--- config.mk ---
export PLATFORM = sky130hd
export DESIGN_NAME = lc_transition_initiator_flat
export DESIGN_NICKNAME = d
export VERILOG_FILES = /design/src/rtl/lc_transition_initiator_if.sv /design/src/rtl/lc_transition_initiator.sv /design/src/flat_wrapper.sv
export SDC_FILE = /design/constraint.sdc
export NUM_CORES = 1
export LEC_CHECK = 0
export ABC_AREA = 1
export BUFFER_PORTS_ARGS = -buffer_cell sky130_fd_sc_hd__buf_2
export CORE_AREA = 2 2 204 206
export CTS_CLUSTER_SIZE = 28
export DETAILED_ROUTE_END_ITERATION = 10
export DIE_AREA = 0 0 206 208
export GPL_TIMING_DRIVEN = 0
export HOLD_SLACK_MARGIN = 0.1
export PLACE_DENSITY = 0.51
export SLEW_MARGIN = 20
export SYNTH_ARGS = -nofsm -noshare
export SYNTH_HDL_FRONTEND = slang
export SYNTH_SLANG_ARGS = --single-unit
--- constraint.sdc ---
create_clock -name clk -period 2.6 [get_ports clk]
set_clock_uncertainty 0.2 [all_clocks]
set_input_delay 0.52 -clock clk [delete_from_list [all_inputs] [get_ports clk]]
set_output_delay 0.52 -clock clk [all_outputs]
set_load 0.05 [all_outputs]
--- src/rtl/lc_transition_initiator_if.sv ---
// ---------------------------------------------------------------------------
// lc_transition_initiator_if
//
// Groups the host command/status channel and the lifecycle responder
// handshake that the transition initiator sits between.
//
//   master : the initiator (drives request, identifier, status)
//   slave  : the environment (host + lifecycle responder)
//
// Signals
//   cmd_valid / cmd_ready          host command handshake
//   cmd_target [ST_W]              requested next lifecycle state
//   cmd_identifier [ID_W]          owner identifier for the transition
//   lc_state [ST_W]                current lifecycle state from responder
//   lc_done / lc_success           responder completion and result
//   lc_transition_request          request to responder (4-phase)
//   lc_identifier [ID_W]           identifier presented to responder
//   rsp_valid / rsp_ready          host status handshake
//   rsp_status [2]                 0 OK, 1 AUTH_FAIL, 2 TIMEOUT, 3 REJECTED
//   fail_count [2]                 saturating AUTH_FAIL counter
//   locked                         lockout active
// ---------------------------------------------------------------------------
interface lc_transition_initiator_if #(
  parameter int ID_W = 256,
  parameter int ST_W = 3
);
  logic            cmd_valid;
  logic            cmd_ready;
  logic [ST_W-1:0] cmd_target;
  logic [ID_W-1:0] cmd_identifier;
  logic [ST_W-1:0] lc_state;
  logic            lc_done;
  logic            lc_success;
  logic            lc_transition_request;
  logic [ID_W-1:0] lc_identifier;
  logic            rsp_valid;
  logic            rsp_ready;
  logic [1:0]      rsp_status;
  logic [1:0]      fail_count;
  logic            locked;

  modport master (
    input  cmd_valid, cmd_target, cmd_identifier, lc_state, lc_done,
           lc_success, rsp_ready,
    output cmd_ready, lc_transition_request, lc_identifier, rsp_valid,
           rsp_status, fail_count, locked
  );

  modport slave (
    output cmd_valid, cmd_target, cmd_identifier, lc_state, lc_done,
           lc_success, rsp_ready,
    input  cmd_ready, lc_transition_request, lc_identifier, rsp_valid,
           rsp_status, fail_count, locked
  );
endinterface

--- src/rtl/lc_transition_initiator.sv ---
// ---------------------------------------------------------------------------
// lc_transition_initiator
//
// Requester side of the lifecycle transition handshake. Accepts a host
// command (target state + owner identifier), checks single-step legality,
// runs a 4-phase request/done handshake with the lifecycle responder and
// returns a status word to the host.
//
// Ports
//   clk   : clock
//   rst   : asynchronous, active-low reset
//   bus   : lc_transition_initiator_if.master (command, responder and
//           status signals, see the interface file)
//
// Optional feature
//   LC_INIT_LOCKOUT_EN : when defined, a response that completes while
//   fail_count == MAX_FAIL moves the block into a LOCKED state that
//   rejects every further command until reset. When undefined the LOCKED
//   state does not exist and locked is tied to 0.
// ---------------------------------------------------------------------------
module lc_transition_initiator #(
  parameter int              ID_W           = 256,
  parameter int              ST_W           = 3,
  parameter logic [ST_W-1:0] LC_MAX         = 3'd5,
  parameter int              TIMEOUT_CYCLES = 1024,
  parameter int              MAX_FAIL       = 3
) (
  input logic                        clk,
  input logic                        rst,
  lc_transition_initiator_if.master  bus
);

  localparam int CNT_W = (TIMEOUT_CYCLES > 2) ? $clog2(TIMEOUT_CYCLES) : 1;
  localparam logic [CNT_W-1:0] CNT_LAST = CNT_W'(TIMEOUT_CYCLES - 1);

  typedef enum logic [2:0] {
    S_IDLE,
    S_REQ,
    S_RELEASE,
    S_RESP
`ifdef LC_INIT_LOCKOUT_EN
    , S_LOCKED
`endif
  } state_e;

  typedef enum logic [1:0] {
    RSP_OK        = 2'd0,
    RSP_AUTH_FAIL = 2'd1,
    RSP_TIMEOUT   = 2'd2,
    RSP_REJECTED  = 2'd3
  } status_e;

  state_e           state_q, state_d;
  logic [CNT_W-1:0] cnt_q, cnt_d;
  logic [ID_W-1:0]  id_q, id_d;
  status_e          status_q, status_d;
  logic [1:0]       fail_q, fail_d;
  // Set when the responder was still holding lc_done at release expiry;
  // blocks the next request until lc_done has been seen low.
  logic             stale_q, stale_d;
  logic             cmd_legal;

`ifdef LC_INIT_LOCKOUT_EN
  logic             locked_q, locked_d;
`else
  logic [31:0]      unused_max_fail;
  assign unused_max_fail = MAX_FAIL;
`endif

  // Legality is judged on the values being captured at acceptance, so a
  // legal command can raise the request on the very next cycle.
  assign cmd_legal = (bus.lc_state < LC_MAX) &&
                     (bus.cmd_target == bus.lc_state + ST_W'(1));

  always_comb begin
    state_d  = state_q;
    cnt_d    = cnt_q;
    id_d     = id_q;
    status_d = status_q;
    fail_d   = fail_q;
    stale_d  = stale_q;
`ifdef LC_INIT_LOCKOUT_EN
    locked_d = locked_q;
`endif
    if (!bus.lc_done) begin
      stale_d = 1'b0;
    end

    case (state_q)
      S_IDLE: begin
        if (bus.cmd_valid) begin
          if (cmd_legal) begin
            id_d    = bus.cmd_identifier;
            cnt_d   = '0;
            state_d = S_REQ;
          end else begin
            status_d = RSP_REJECTED;
            state_d  = S_RESP;
          end
        end
      end

      S_REQ: begin
        if (bus.lc_done && !stale_q) begin
          cnt_d   = '0;
          id_d    = '0;
          state_d = S_RELEASE;
          if (bus.lc_success) begin
            status_d = RSP_OK;
            fail_d   = 2'd0;
          end else begin
            status_d = RSP_AUTH_FAIL;
            fail_d   = (fail_q == 2'd3) ? fail_q : fail_q + 2'd1;
          end
        end else if (cnt_q == CNT_LAST) begin
          cnt_d    = '0;
          id_d     = '0;
          status_d = RSP_TIMEOUT;
          state_d  = S_RELEASE;
        end else begin
          cnt_d = cnt_q + 1'b1;
        end
      end

      S_RELEASE: begin
        if (!bus.lc_done) begin
          cnt_d   = '0;
          state_d = S_RESP;
        end else if (cnt_q == CNT_LAST) begin
          cnt_d    = '0;
          status_d = RSP_TIMEOUT;
          stale_d  = 1'b1;
          state_d  = S_RESP;
        end else begin
          cnt_d = cnt_q + 1'b1;
        end
      end

      S_RESP: begin
        if (bus.rsp_ready) begin
          state_d = S_IDLE;
`ifdef LC_INIT_LOCKOUT_EN
          if (locked_q || (fail_q == 2'(MAX_FAIL))) begin
            locked_d = 1'b1;
            state_d  = S_LOCKED;
          end
`endif
        end
      end

`ifdef LC_INIT_LOCKOUT_EN
      S_LOCKED: begin
        if (bus.cmd_valid) begin
          status_d = RSP_REJECTED;
          state_d  = S_RESP;
        end
      end
`endif

      default: state_d = S_IDLE;
    endcase
  end

  always_ff @(posedge clk or negedge rst) begin
    if (!rst) begin
      state_q  <= S_IDLE;
      cnt_q    <= '0;
      id_q     <= '0;
      status_q <= RSP_OK;
      fail_q   <= 2'd0;
      stale_q  <= 1'b0;
`ifdef LC_INIT_LOCKOUT_EN
      locked_q <= 1'b0;
`endif
    end else begin
      state_q  <= state_d;
      cnt_q    <= cnt_d;
      id_q     <= id_d;
      status_q <= status_d;
      fail_q   <= fail_d;
      stale_q  <= stale_d;
`ifdef LC_INIT_LOCKOUT_EN
      locked_q <= locked_d;
`endif
    end
  end

  // Outputs decode directly from registered state so the asynchronous
  // reset drops the request and identifier immediately.
`ifdef LC_INIT_LOCKOUT_EN
  assign bus.cmd_ready = (state_q == S_IDLE) || (state_q == S_LOCKED);
  assign bus.locked    = locked_q;
`else
  assign bus.cmd_ready = (state_q == S_IDLE);
  assign bus.locked    = 1'b0;
`endif
  assign bus.lc_transition_request = (state_q == S_REQ) && !stale_q;
  assign bus.lc_identifier         = id_q;
  assign bus.rsp_valid             = (state_q == S_RESP);
  assign bus.rsp_status            = status_q;
  assign bus.fail_count            = fail_q;

endmodule

--- src/flat_wrapper.sv ---
// flat-port wrapper written by rule: the top's interface ports become plain ports
module lc_transition_initiator_flat 
#(
  parameter int              ID_W           = 256,
  parameter int              ST_W           = 3,
  parameter logic [ST_W-1:0] LC_MAX         = 3'd5,
  parameter int              TIMEOUT_CYCLES = 1024,
  parameter int              MAX_FAIL       = 3
)
  (clk, rst, bus_cmd_valid, bus_cmd_target, bus_cmd_identifier, bus_lc_state, bus_lc_done, bus_lc_success, bus_rsp_ready, bus_cmd_ready, bus_lc_transition_request, bus_lc_identifier, bus_rsp_valid, bus_rsp_status, bus_fail_count, bus_locked);
  lc_transition_initiator_if #(.ID_W(ID_W), .ST_W(ST_W)) bus_i ();
  input logic clk;
  input logic rst;
  input wire logic [$bits(bus_i.cmd_valid)-1:0] bus_cmd_valid;
  input wire logic [$bits(bus_i.cmd_target)-1:0] bus_cmd_target;
  input wire logic [$bits(bus_i.cmd_identifier)-1:0] bus_cmd_identifier;
  input wire logic [$bits(bus_i.lc_state)-1:0] bus_lc_state;
  input wire logic [$bits(bus_i.lc_done)-1:0] bus_lc_done;
  input wire logic [$bits(bus_i.lc_success)-1:0] bus_lc_success;
  input wire logic [$bits(bus_i.rsp_ready)-1:0] bus_rsp_ready;
  output wire logic [$bits(bus_i.cmd_ready)-1:0] bus_cmd_ready;
  output wire logic [$bits(bus_i.lc_transition_request)-1:0] bus_lc_transition_request;
  output wire logic [$bits(bus_i.lc_identifier)-1:0] bus_lc_identifier;
  output wire logic [$bits(bus_i.rsp_valid)-1:0] bus_rsp_valid;
  output wire logic [$bits(bus_i.rsp_status)-1:0] bus_rsp_status;
  output wire logic [$bits(bus_i.fail_count)-1:0] bus_fail_count;
  output wire logic [$bits(bus_i.locked)-1:0] bus_locked;
  assign bus_i.cmd_valid = bus_cmd_valid;
  assign bus_i.cmd_target = bus_cmd_target;
  assign bus_i.cmd_identifier = bus_cmd_identifier;
  assign bus_i.lc_state = bus_lc_state;
  assign bus_i.lc_done = bus_lc_done;
  assign bus_i.lc_success = bus_lc_success;
  assign bus_i.rsp_ready = bus_rsp_ready;
  assign bus_cmd_ready = bus_i.cmd_ready;
  assign bus_lc_transition_request = bus_i.lc_transition_request;
  assign bus_lc_identifier = bus_i.lc_identifier;
  assign bus_rsp_valid = bus_i.rsp_valid;
  assign bus_rsp_status = bus_i.rsp_status;
  assign bus_fail_count = bus_i.fail_count;
  assign bus_locked = bus_i.locked;
  lc_transition_initiator #(.ID_W(ID_W), .ST_W(ST_W), .LC_MAX(LC_MAX), .TIMEOUT_CYCLES(TIMEOUT_CYCLES), .MAX_FAIL(MAX_FAIL)) u_core (.clk(clk), .rst(rst), .bus(bus_i));
endmodule
== Word level (Yosys, flattened, before mapping) ==
Index checks and enable logic that the tools add are counted.
Storage, ports and cells
  bits in registers: 274
  input port bits: 268
  output and inout bits: 264
  word-level logic and storage cells: 68
Cells by class
  $add $sub $neg: 3
  magnitude comparators: 1
  equal/unequal tests: 14
  muxes and demuxes: 32
  reduce and logical (&&, ||, !) cells: 12
Operator list (number)
  $mux 256: 4
  $pmux 256 s2: 1
  $mux 10: 5
  $pmux 10 s3: 1
  $mux 3: 6
  $mux 2: 8
  $pmux 3 s4: 1
  $reduce_and 4->1: 3
  $add 10x1->10 const B: 1
  $eq 10x10->1 const B: 1
  $ne 2x2->1 const B: 5
  $eq 3x2->1 const B: 2
  $pmux 2 s3: 1
  $reduce_and 3->1: 2
  $mux 1: 5
  $add 3x1->3 const B: 1
  $eq 3x1->1 const B: 1
  $eq 3x3->1: 1
  $logic_and 1x1->1: 3
  $logic_not 3->1: 1
  $lt 3x3->1 const B: 1
  $ne 3x1->1 const B: 1
  $ne 3x2->1 const B: 1
  $reduce_bool 3->1: 1
  5 further kinds: 5

== Longest topological paths before layout ==
Gate-level depths: netlist of the first run.
  depth in word-level cells: 6
  depth in mapped cells: 12
  depth with buffers taken out: 11

== Worst setup path before layout of the first run ==
Ideal clock, no wire load.
  kind: register to output
  from: register u_core.state_q[1]
  to: output port bus_lc_transition_request
  arrival time: 1597 ps
  required time: 1880 ps
  path slack: 283 ps
  stages on the path, launching flop included: 6
  path buffers: 1
  cells stage by stage: dfrtp_1 -> inv_1 -> ha_1 -> inv_2 -> clkbuf_1 -> nor2_1
On the way
  cells in the longest elaborated chain, start to end: 2
Ends and longest elaborated chain
  start, declared: RTL line lc_transition_initiator.sv:53  | state_e state_q, state_d;
  start signal, assigned: RTL line lc_transition_initiator.sv:176  | state_q <= state_d;
  $eq 3x1->1: RTL line lc_transition_initiator.sv:197  | assign bus.lc_transition_request = (state_q == S_REQ) && !stale_q;
  $logic_and 1x1->1: RTL line lc_transition_initiator.sv:197
  end, declared: RTL line flat_wrapper.sv:22  | output wire logic [$bits(bus_i.lc_transition_request)-1:0] bus_lc_transition_request;
No other way between the ends.

== Worst setup path after layout of the first run ==
Same ends and word-level chain as after synthesis.

==> results.md, run 1 <==
* Part of the Yosys area used for sequential elements at 58.1%
* Global-route wire length before repair at 69,300 um
* Number of endpoints failing setup at the final stage at 0
* Yosys reg bits at 273
* Minimum clock period after layout at 2470 ps
* Antenna violations before repair at 1
* First-pass iteration count of the detailed router at 5
* Clock slew at reported path FFs at 50 ps
* Port buffer count at 530
* Max H-tree Level at 2
* Syn avg cell area at 9.04 um2
* Cell internal pwr at 13.0 mW
* Endpoints failing hold at 0
* Total chip power at 27.8 mW
* CP Max Fanout at 10
* Final count of pins violating max slew at 0
* Cell area after technology mapping at 11,800 um2
* Critical path start-end classification: register to primary output
* Switching power share of the total at 53.1%
* Number of buffers inserted by post-CTS setup repair at 0
* Remaining Overflow, GRT at 0
* Fraction of final layout cells with drive strength greater than 1 at 32.6%
* Die width at 206 um
* Mapped Nets at 1,577
* Overall Global Routing Usage at 20.6%
* First-iteration detailed-routing DRC count at 833
* Worst Max-Slew Pin Slew at 744 ps
* Die extent in y at 208 um
* Final std cell area, no fill at 18,800 um2
* Status: finished, final reports clean
* DRC errors left at 0
* Post-synthesis to final-layout area growth at 60.0%
* Post-DP HPWL at 32,400 um
* Top Ports at 532
* Final nets at 2,402
* Maximum clock rate at 405 MHz
* Floorplan core area at 40,600 um2
* Site row count at 74
* Max-slew headroom at the worst pin at 50.4%
* Share of total power in sequential cells at 25.3%
* Cell total after placement at 2,366
* Part of the total power dissipated in combinational logic at 57.9%
* Cell chosen for the clock root: clkbuf_16
* Initial core utilization at 29.0%
* Per-cell via count in the routed design at 4.51
* Worst path required time at 1880 ps
* Peak ir drop on the vdd network at 0.000851 V
* Total routed wirelength at 45,100 um
* Inserted Clock Buffers at 34
* Worst min-delay path category: input pin to register
* Hold Slack at 150 ps
* Total vias in the final route at 12.1k
* Count of distinct cell types in the synthesized netlist at 30
* Area of placed instances at 15,100 um2
* CP startpoint kind: register
* Total of fill cells in the finished design at 3,904
* Power spent charging and discharging nets at 14.7 mW
* Pleak at 10.0 nW
* Worst skew pair latency at 530 ps
* Clock tree from TritonCTS: yes
* Setup repair after global routing missed its margin: no
* Number of sinks driven by the clock tree at 273
* Buffers from clock root to sink, at most at 3
* Die ar. at 42,800 um2
* Non-Filler Instances at 2,681
* Clock network fraction of total power at 16.7%
* Period utilization at 95.0%
* Last weighted congestion value of the routability-driven placer at 0.850
* WP data arrival at 1750 ps
* Crit. End Element: primary output
* Vias in the first global route at 12.4k
* Power density over cell area at 1480 nW/um2
* Max-capacitance violation count at 0
* Syn. warnings at 0
* Synthesized instance count at 1,302
* Largest net degree at the start of global routing at 95
* Detailed-route wire length per cell at 16.8 um
* Detail Route Antenna Nets at 0
==> power by group through the flow <==
stage          clock network, mW  logic, mW  registers [mW]
6_report                    4.65       16.1            7.03
5_1_grt                     4.99       17.3            7.21
3_5_place_dp                   0       15.9            7.05
4_1_cts                     4.82       16.2            7.01
2_1_floorplan                  0       5.48            13.1
3_3_place_gp                   0       15.8            7.01
==> metrics by stage <==
step,utilization [%],TNS [ps],setup slack [ps]
after detailed placement,37.4,-12220,-141
after CTS,46.4,-20.6,-20.6
after global placement,37.2,-1272050,-4640
after floorplan,-,0,283
final,46.4,0,129
after global routing,46.4,0,5.44
==> path summary, 6_finish.rpt <==
kind | from | endpoint | slack, ps | depth (start not counted)
max reg2reg | u_core.state_q[0] | u_core.cnt_q[5] | 130 | 10
max | u_core.state_q[1] | bus_lc_transition_request | 130 | 6
min reg2reg | u_core.bus.lc_identifier[71] | u_core.bus.lc_identifier[71] | 280 | 2
min | bus_lc_done | u_core.stale_q | 150 | 3
min in group asynchronous | rst | u_core.bus.lc_identifier[189] | 430 | 2
max in group asynchronous | rst | u_core.bus.lc_identifier[60] | 820 | 3
==> layout by cell type (no fill, tap or decap), types with 12 or more instances in the layout <==
master / n
nand2_1: 576
buf_2: 535
dfrtp_1: 273
dlygate4sd3_1: 257
o21ai_1: 200
o21ai_2: 56
buf_6: 47
clkbuf_1: 42
clkbuf_16: 35
inv_1: 32
nand3_1: 18
o21ai_0: 13
nor2_1: 12
==> cells in the mapped netlist, drive strengths merged <==
cell type  instances  area (um2)
a211oi             1        7.51
clkbuf            32         120
nor3               1        5.00
a41oi              1        8.76
o21bai             1        7.51
ha                 7        87.6
dfrtp            273        6830
or2                1        6.26
o211ai             1        7.51
nand2            579        2180
a21oi              5        25.0
inv               33         124
o21ai            269        1560
nand3b             2        18.8
conb               1        3.75
nand4              6        37.5
nor4               1        6.26
buf               54         561
nor2              14        55.1
xnor2              1        8.76
nand3             19         108
==> worst max-delay path, stage by stage (launching register included) <==
cell,delay [ps]
dfrtp_1,400
inv_1,130
ha_4,180
inv_4,70
clkbuf_4,190
nor2_2,110
buf_6,170
==> layout make-up <==
type / instances / area, um2 / area share, %
Antenna cell: 1 / 2.50 / 0.0133
Buffer: 86 / 686 / 3.64
Clock buffer: 52 / 990 / 5.26
Clock inverter: 5 / 81.3 / 0.432
Inverter: 33 / 126 / 0.671
Multi-Input combinational cell: 910 / 4150 / 22.0
Sequential cell: 273 / 6830 / 36.3
Tap cell: 532 / 666 / 3.54
Timing Repair Buffer: 789 / 5300 / 28.1
==> registers in the layout (all words and copies together), names as in the netlist <==
name                      cells
u_core.bus.rsp_status         2
u_core.cnt_q                 10
u_core.bus.fail_count         2
u_core.stale_q                1
u_core.bus.lc_identifier    256
u_core.state_q                2
==> logic make-up (layout without fill, tap and decap cells) <==
logic type	count (synthesis)	after routing	synth area share (%)
adders and majority gates	7	7	0.744
other	1	2	0.0319
xor gates and xnor gates	1	1	0.0745
and+or+nand+nor	623	623	20.5
DFF	273	273	58.1
AOI/OAI and AO/OA	278	278	13.7
buffers and inverters	119	965	6.84
==> what timing repair did <==
action / 4_1_cts / 5_1_grt
endpoints found under the hold margin: 344 / 0
endpoints found under the setup margin: 100 / 9
pin swaps: 0 / 0
resized for setup: 7 / 3
hold buffers: 257 / 0
==> routing by layer <==
metal  GRT usage (%)  vias up  routed length (um)
met4            6.95        0                1400
met5               0        -                   0
met2            34.7      463               21800
met3            5.83       90                3600
met1            25.1     5689               18300
li1                -     5853                   -
Power figures use the tool's default switching activity.
==> inputs of run 2 (changes only) <==
Settings changed: CORE_AREA 2 2 204 206 to 2 2 206 208, CTS_BUF_LIST from default to sky130_fd_sc_hd__clkbuf_4, DIE_AREA 0 0 206 208 to 0 0 208 210, PLACE_DENSITY 0.51 to 0.5.
==> run 2 against run 1 <==
Against the previous run: sequential power barely moved; count of clock-buffer cells in the layout rose by 57; core utilization fell by 0.90 points; flip-flop and latch count did not move; first-iteration DRC count fell by 33%; via count rose by 1.8%; combinational power barely moved; total power fell by 2.0%; global-route usage rose by 0.083 points; cell area rose by 0.30%; critical endpoint unchanged.
==> results.md, run 2 (synthesis results as in run 1) <==
* Per-cell via count in the routed design at 4.44
* Last weighted congestion value of the routability-driven placer at 0.850
* Number of endpoints failing setup at the final stage at 0
* Vias in the first global route at 13.1k
* Die extent in y at 210 um
* Max H-tree Level at 3
* Crit path largest cell delay at 380 ps
* Buffers from clock root to sink, at most at 3
* CP Max Fanout at 10
* Antenna violations before repair at 2
* Cell total after placement at 2,374
* Setup repair after global routing missed its margin: yes
* Endpoints failing hold at 0
* Minimum setup slack in the final design at 50.2 ps
* Cell internal pwr at 12.4 mW
* Max-slew headroom at the worst pin at 42.6%
* Commonest cells after routing, fill and taps aside: nand2_1, buf_2, dfrtp_1, dlygate4sd3_1, o21ai_1
* CP startpoint kind: register
* Maximum clock rate at 392 MHz
* WP data arrival at 1830 ps
* Worst Max-Slew Pin Slew at 861 ps
* Total chip power at 27.2 mW
* Post-synthesis to final-layout area growth at 60.5%
* Kind of cell adding the most delay to the critical path: buffers and inverters
* Commonest non-fill, non-tap cell in the layout: nand2_1
* Detailed-route wire length per cell at 16.5 um
* Pleak at 10.1 nW
* Critical path start-end classification: register to primary output
* Global-route wire length before repair at 71,900 um
* Period utilization at 98.1%
* Status: finished, final reports clean
* First-iteration detailed-routing DRC count at 561
* Fraction of final layout cells with drive strength greater than 1 at 34.8%
* Minimum clock period after layout at 2550 ps
* Peak ir drop on the vdd network at 0.000740 V
* TNS Setup at 0 ps
* Worst min-delay path category: input pin to register
* Die width at 208 um
* Port buffer count at 530
* Post-DP HPWL at 32,600 um
* Final count of pins violating max slew at 0
* Non-Filler Instances at 2,774
* Power spent charging and discharging nets at 14.8 mW
* Worst skew pair latency at 730 ps
* Max-capacitance violation count at 0
* Detail Route Antenna Nets at 0
* Worst path required time at 1880 ps
* Switching power share of the total at 54.4%
* Clock slew at reported path FFs at 60 ps
* Remaining Overflow, GRT at 0
* Clock network fraction of total power at 14.8%
* Number of sinks driven by the clock tree at 273
* Power density over cell area at 1440 nW/um2
* Share of total power in sequential cells at 25.9%
* Buf+Inv Stages, Crit Path at 4
* Largest net degree at the start of global routing at 75
* Crit. End Element: primary output
* Total routed wirelength at 45,700 um
* Total vias in the final route at 12.3k
* Site row count at 75
* Part of the total power dissipated in combinational logic at 59.3%
* Inserted Clock Buffers at 79
* Cell-by-cell trace of the critical path: inv_2, ha_4, inv_6, clkbuf_16, nor2_4, buf_6
* First-pass iteration count of the detailed router at 5
* Cell chosen for the clock root: clkbuf_4
* Number of flip-flops under the largest register name at 256
* Top Ports at 532
* Total of fill cells in the finished design at 4,126
* Overall Global Routing Usage at 20.7%
* Die ar. at 43,700 um2
* Final nets at 2,458
* Initial core utilization at 28.4%
* Floorplan core area at 41,500 um2
* Minimum setup slack after placement at -186 ps
* DRC errors left at 0
* Util after Layout at 45.5%
* Clock tree from TritonCTS: yes
* Crit path max-delay cell type: dfrtp_1
-- run 2: changes by cell type in the layout (fill, tap and decap cells not counted), sizes merged --
cell / change
buf: +4
clkinv: +14
inv: +3
dlygate4sd3: +9
diode: +1
clkbuf: +55
-- run 2: layout make-up --
class                      instances  area [um2]  share of cell area [%]
clock buffer                     109         818                    4.33
buffer                            85         698                    3.70
timing repair buffer             801        5430                    28.8
tap                              539         674                    3.57
clock inverter                    22         140                   0.742
antenna                            2        5.00                  0.0265
inverter                          33         129                   0.682
multi-input combinational        910        4160                    22.0
sequential                       273        6830                    36.2
-- run 2: repair_timing --
action | 4_1_cts | 5_1_grt
endpoints found under the hold margin | 479 | 0
gates cloned | 0 | 0
endpoints found under the setup margin | 101 | 28
gates resized for setup | 14 | 3
buffers inserted | 2 | 0
pin swaps | 0 | 0
hold buffers | 266 | 0
-- run 2: power by group through the flow --
stage	Clock (mW)	Sequential [mW]	Combinational, mW
2_1_floorplan	0	13.1	5.48
3_3_place_gp	0	7.02	15.7
3_5_place_dp	0	7.08	15.8
4_1_cts	4.20	7.04	16.3
5_1_grt	4.43	7.27	17.3
6_report	4.02	7.05	16.2
-- run 2: tightest hold or removal path: cells and delay by family --
kind / cells / cell delay [ps]
AOI/OAI and AO/OA: 1 / 140
buffers and inverters: 1 / 90
and+or+nand+nor: 6 / 410
-- run 2: per-stage QoR --
step           hold WS, ps  cell area (um2)
3_5_place_dp           265            15200
6_report               263            18900
4_1_cts                246            18900
5_1_grt                278            18900
2_1_floorplan         24.4            11800
3_3_place_gp           261            15100
-- run 2: final timing paths --
path | startpoint | end | slack [ps] | depth (start not counted)
min | bus_cmd_target[1] | u_core.cnt_q[9] | 260 | 8
max | u_core.state_q[1] | bus_lc_transition_request | 50 | 6
max in group asynchronous | rst | u_core.cnt_q[0] | 370 | 5
max reg2reg | u_core.state_q[0] | u_core.bus.lc_identifier[49] | 140 | 6
min in group asynchronous | rst | u_core.bus.lc_identifier[77] | 700 | 3
min reg2reg | u_core.bus.lc_identifier[91] | u_core.bus.lc_identifier[91] | 280 | 2
-- run 2: routing by layer --
metal	vias up	share of wire, %	track usage (%)	wire [um]
li1	5986	-	-	-
met1	5746	41	24.5	18600
met2	477	48	34.7	22100
met3	105	6.9	5.74	3180
met4	0	3.9	9.95	1800
met5	-	0	0	0
==> inputs of run 3 (changes only) <==
Settings changed: CORE_AREA 2 2 206 208 to 2 2 210 212, DIE_AREA 0 0 208 210 to 0 0 212 214, PLACE_DENSITY 0.5 to 0.48.
Clock period 2.6 ns to 3.2 ns, I/O delays scaled along.
==> run 3 against run 2 <==
Against the previous run: critical path depth fell by 1; count of clock-buffer cells in the layout up 8; sequential share of layout area decreased by 0.16 points; clock power fell by 12%; non-clock buffer count fell by 4; highest routed layer unchanged; core utilization decreased by 1.3 points; critical endpoint unchanged; first-iteration DRC count up 13%; total power shrank 18%; routed wire length increased by 4.0%.
==> results.md, run 3 (synthesis results as in run 1) <==
* Status: finished, final reports clean
* Power density over cell area at 1180 nW/um2
* Number of flip-flops under the largest register name at 256
* Worst path required time at 2360 ps
* Die width at 212 um
* Port buffer count at 530
* Total chip power at 22.4 mW
* Vias in the first global route at 13.3k
* Detailed-route wire length per cell at 16.8 um
* Peak ir drop on the vdd network at 0.000548 V
* Commonest cells after routing, fill and taps aside: nand2_1, buf_2, dfrtp_1, dlygate4sd3_1, o21ai_1
* Overall Global Routing Usage at 20.9%
* Largest net degree at the start of global routing at 92
* Register area at 6830 um2
* Detail Route Antenna Nets at 0
* Worst skew pair latency at 790 ps
* Per-cell via count in the routed design at 4.36
* Post-synthesis to final-layout area growth at 61.2%
* Number of endpoints failing setup at the final stage at 0
* Cell chosen for the clock root: clkbuf_4
* Clock slew at reported path FFs at 50 ps
* Total of fill cells in the finished design at 4,269
* Critical path start-end classification: register to primary output
* Setup slack on the worst flop-to-flop path at 450 ps
* Fraction of final layout cells with drive strength greater than 1 at 34.6%
* Minimum clock period after layout at 2930 ps
* Post-DP HPWL at 34,100 um
* Worst min-delay path category: input pin to register
* WP data arrival at 2090 ps
* First-pass iteration count of the detailed router at 5
* Commonest non-fill, non-tap cell in the layout: nand2_1
* Crit path max-delay cell type: dfrtp_1
* Number of sinks driven by the clock tree at 273
* Total area of multi-input combinational cells at 4130 um2
* First-iteration detailed-routing DRC count at 635
* Endpoints failing hold at 0
* Site row count at 76
* Worst Max-Slew Pin Slew at 888 ps
* CP startpoint kind: register
* Die ar. at 45,400 um2
* Crit path largest cell delay at 390 ps
* Global-route wire length before repair at 73,700 um
* Pleak at 10.2 nW
* Final nets at 2,458
* Antenna violations before repair at 3
* Crit. End Element: primary output
* CP Max Fanout at 17
* Inserted Clock Buffers at 83
* Number of buffers inserted by post-CTS setup repair at 0
* Kind of cell adding the most delay to the critical path: buffers and inverters
* Floorplan core area at 42,900 um2
* Period utilization at 91.7%
* Total vias in the final route at 12.3k
* Cell-by-cell trace of the critical path: inv_1, ha_1, inv_2, nor2_1, buf_2
* Initial core utilization at 27.4%
* Buf+Inv Stages, Crit Path at 3
* Final count of pins violating max slew at 0
* Last weighted congestion value of the routability-driven placer at 0.807
* Max-capacitance violation count at 0
* Die extent in y at 214 um
* Clock tree from TritonCTS: yes
* Total routed wirelength at 47,600 um
* Setup repair after global routing missed its margin: no
* Maximum clock rate at 341 MHz
* Max-slew headroom at the worst pin at 40.8%
* Top Ports at 532
* Util after Layout at 44.2%
* Buffers from clock root to sink, at most at 3
* Remaining Overflow, GRT at 0
* Max H-tree Level at 3
* DRC errors left at 0
==> run 3: final timing paths <==
check | end | startpoint | depth (start not counted)
worst min-delay path | u_core.state_q[1] | bus_cmd_valid | 7
worst min register to register | u_core.bus.lc_identifier[83] | u_core.bus.lc_identifier[83] | 2
min in group asynchronous | u_core.bus.lc_identifier[77] | rst | 3
worst max-delay path | bus_lc_transition_request | u_core.state_q[1] | 5
worst max register to register | u_core.bus.lc_identifier[21] | u_core.state_q[1] | 7
max in group asynchronous | u_core.bus.lc_identifier[233] | rst | 4
==> run 3: area by class of cell <==
cell class	count	share of cell area (%)
flip-flops and latches	273	36.0
repair buffers	797	28.5
multi-input cells	910	21.8
clock buffers	117	4.63
well taps	585	3.86
plain buffers	85	3.57
clock inverters	27	0.963
inverters	33	0.653
diodes	3	0.0396
==> run 3: worst reg2reg max path: cells and delay by family, from the launching register on <==
kind / cells / cell delay (ps)
AND/OR/NAND/NOR: 1 / 160
buffers and inverters: 4 / 1550
flip-flops: 1 / 360
AO/OA/AOI/OAI: 1 / 170
adder cells (fa/ha/maj): 1 / 240
==> run 3: metrics by stage <==
stage | setup slack (ps) | instances | TNS (ps) | cell area (um2) | hold WS (ps)
finish | 266 | 2830 | 0 | 19000 | 267
global route | 15.1 | 2830 | 0 | 19000 | 202
CTS | 107 | 2827 | 0 | 19000 | 118
detailed placement | 365 | 2420 | 0 | 15200 | 263
global placement | -4290 | 2417 | -1157500 | 15200 | 261
floorplan | 763 | 1302 | 0 | 11800 | 144
==> run 3: layer usage <==
layer | track usage [%] | share of wire (%) | vias up
met5 | 0 | 0 | -
met4 | 9.44 | 3.4 | 0
met3 | 7.13 | 8.1 | 91
met2 | 35.1 | 48 | 443
met1 | 24.0 | 41 | 5792
li1 | - | - | 6011
==> run 3: timing repair <==
action	in CTS	in global routing
setup endpoints to repair	1	0
hold buffers	264	0
hold endpoints to repair	477	0
resized for setup	0	0
==> run 3: power breakdown <==
part	switching, mW	total (mW)	internal [mW]
clock network	1.62	3.54	1.92
registers	0.767	5.72	4.95
logic	9.77	13.1	3.35
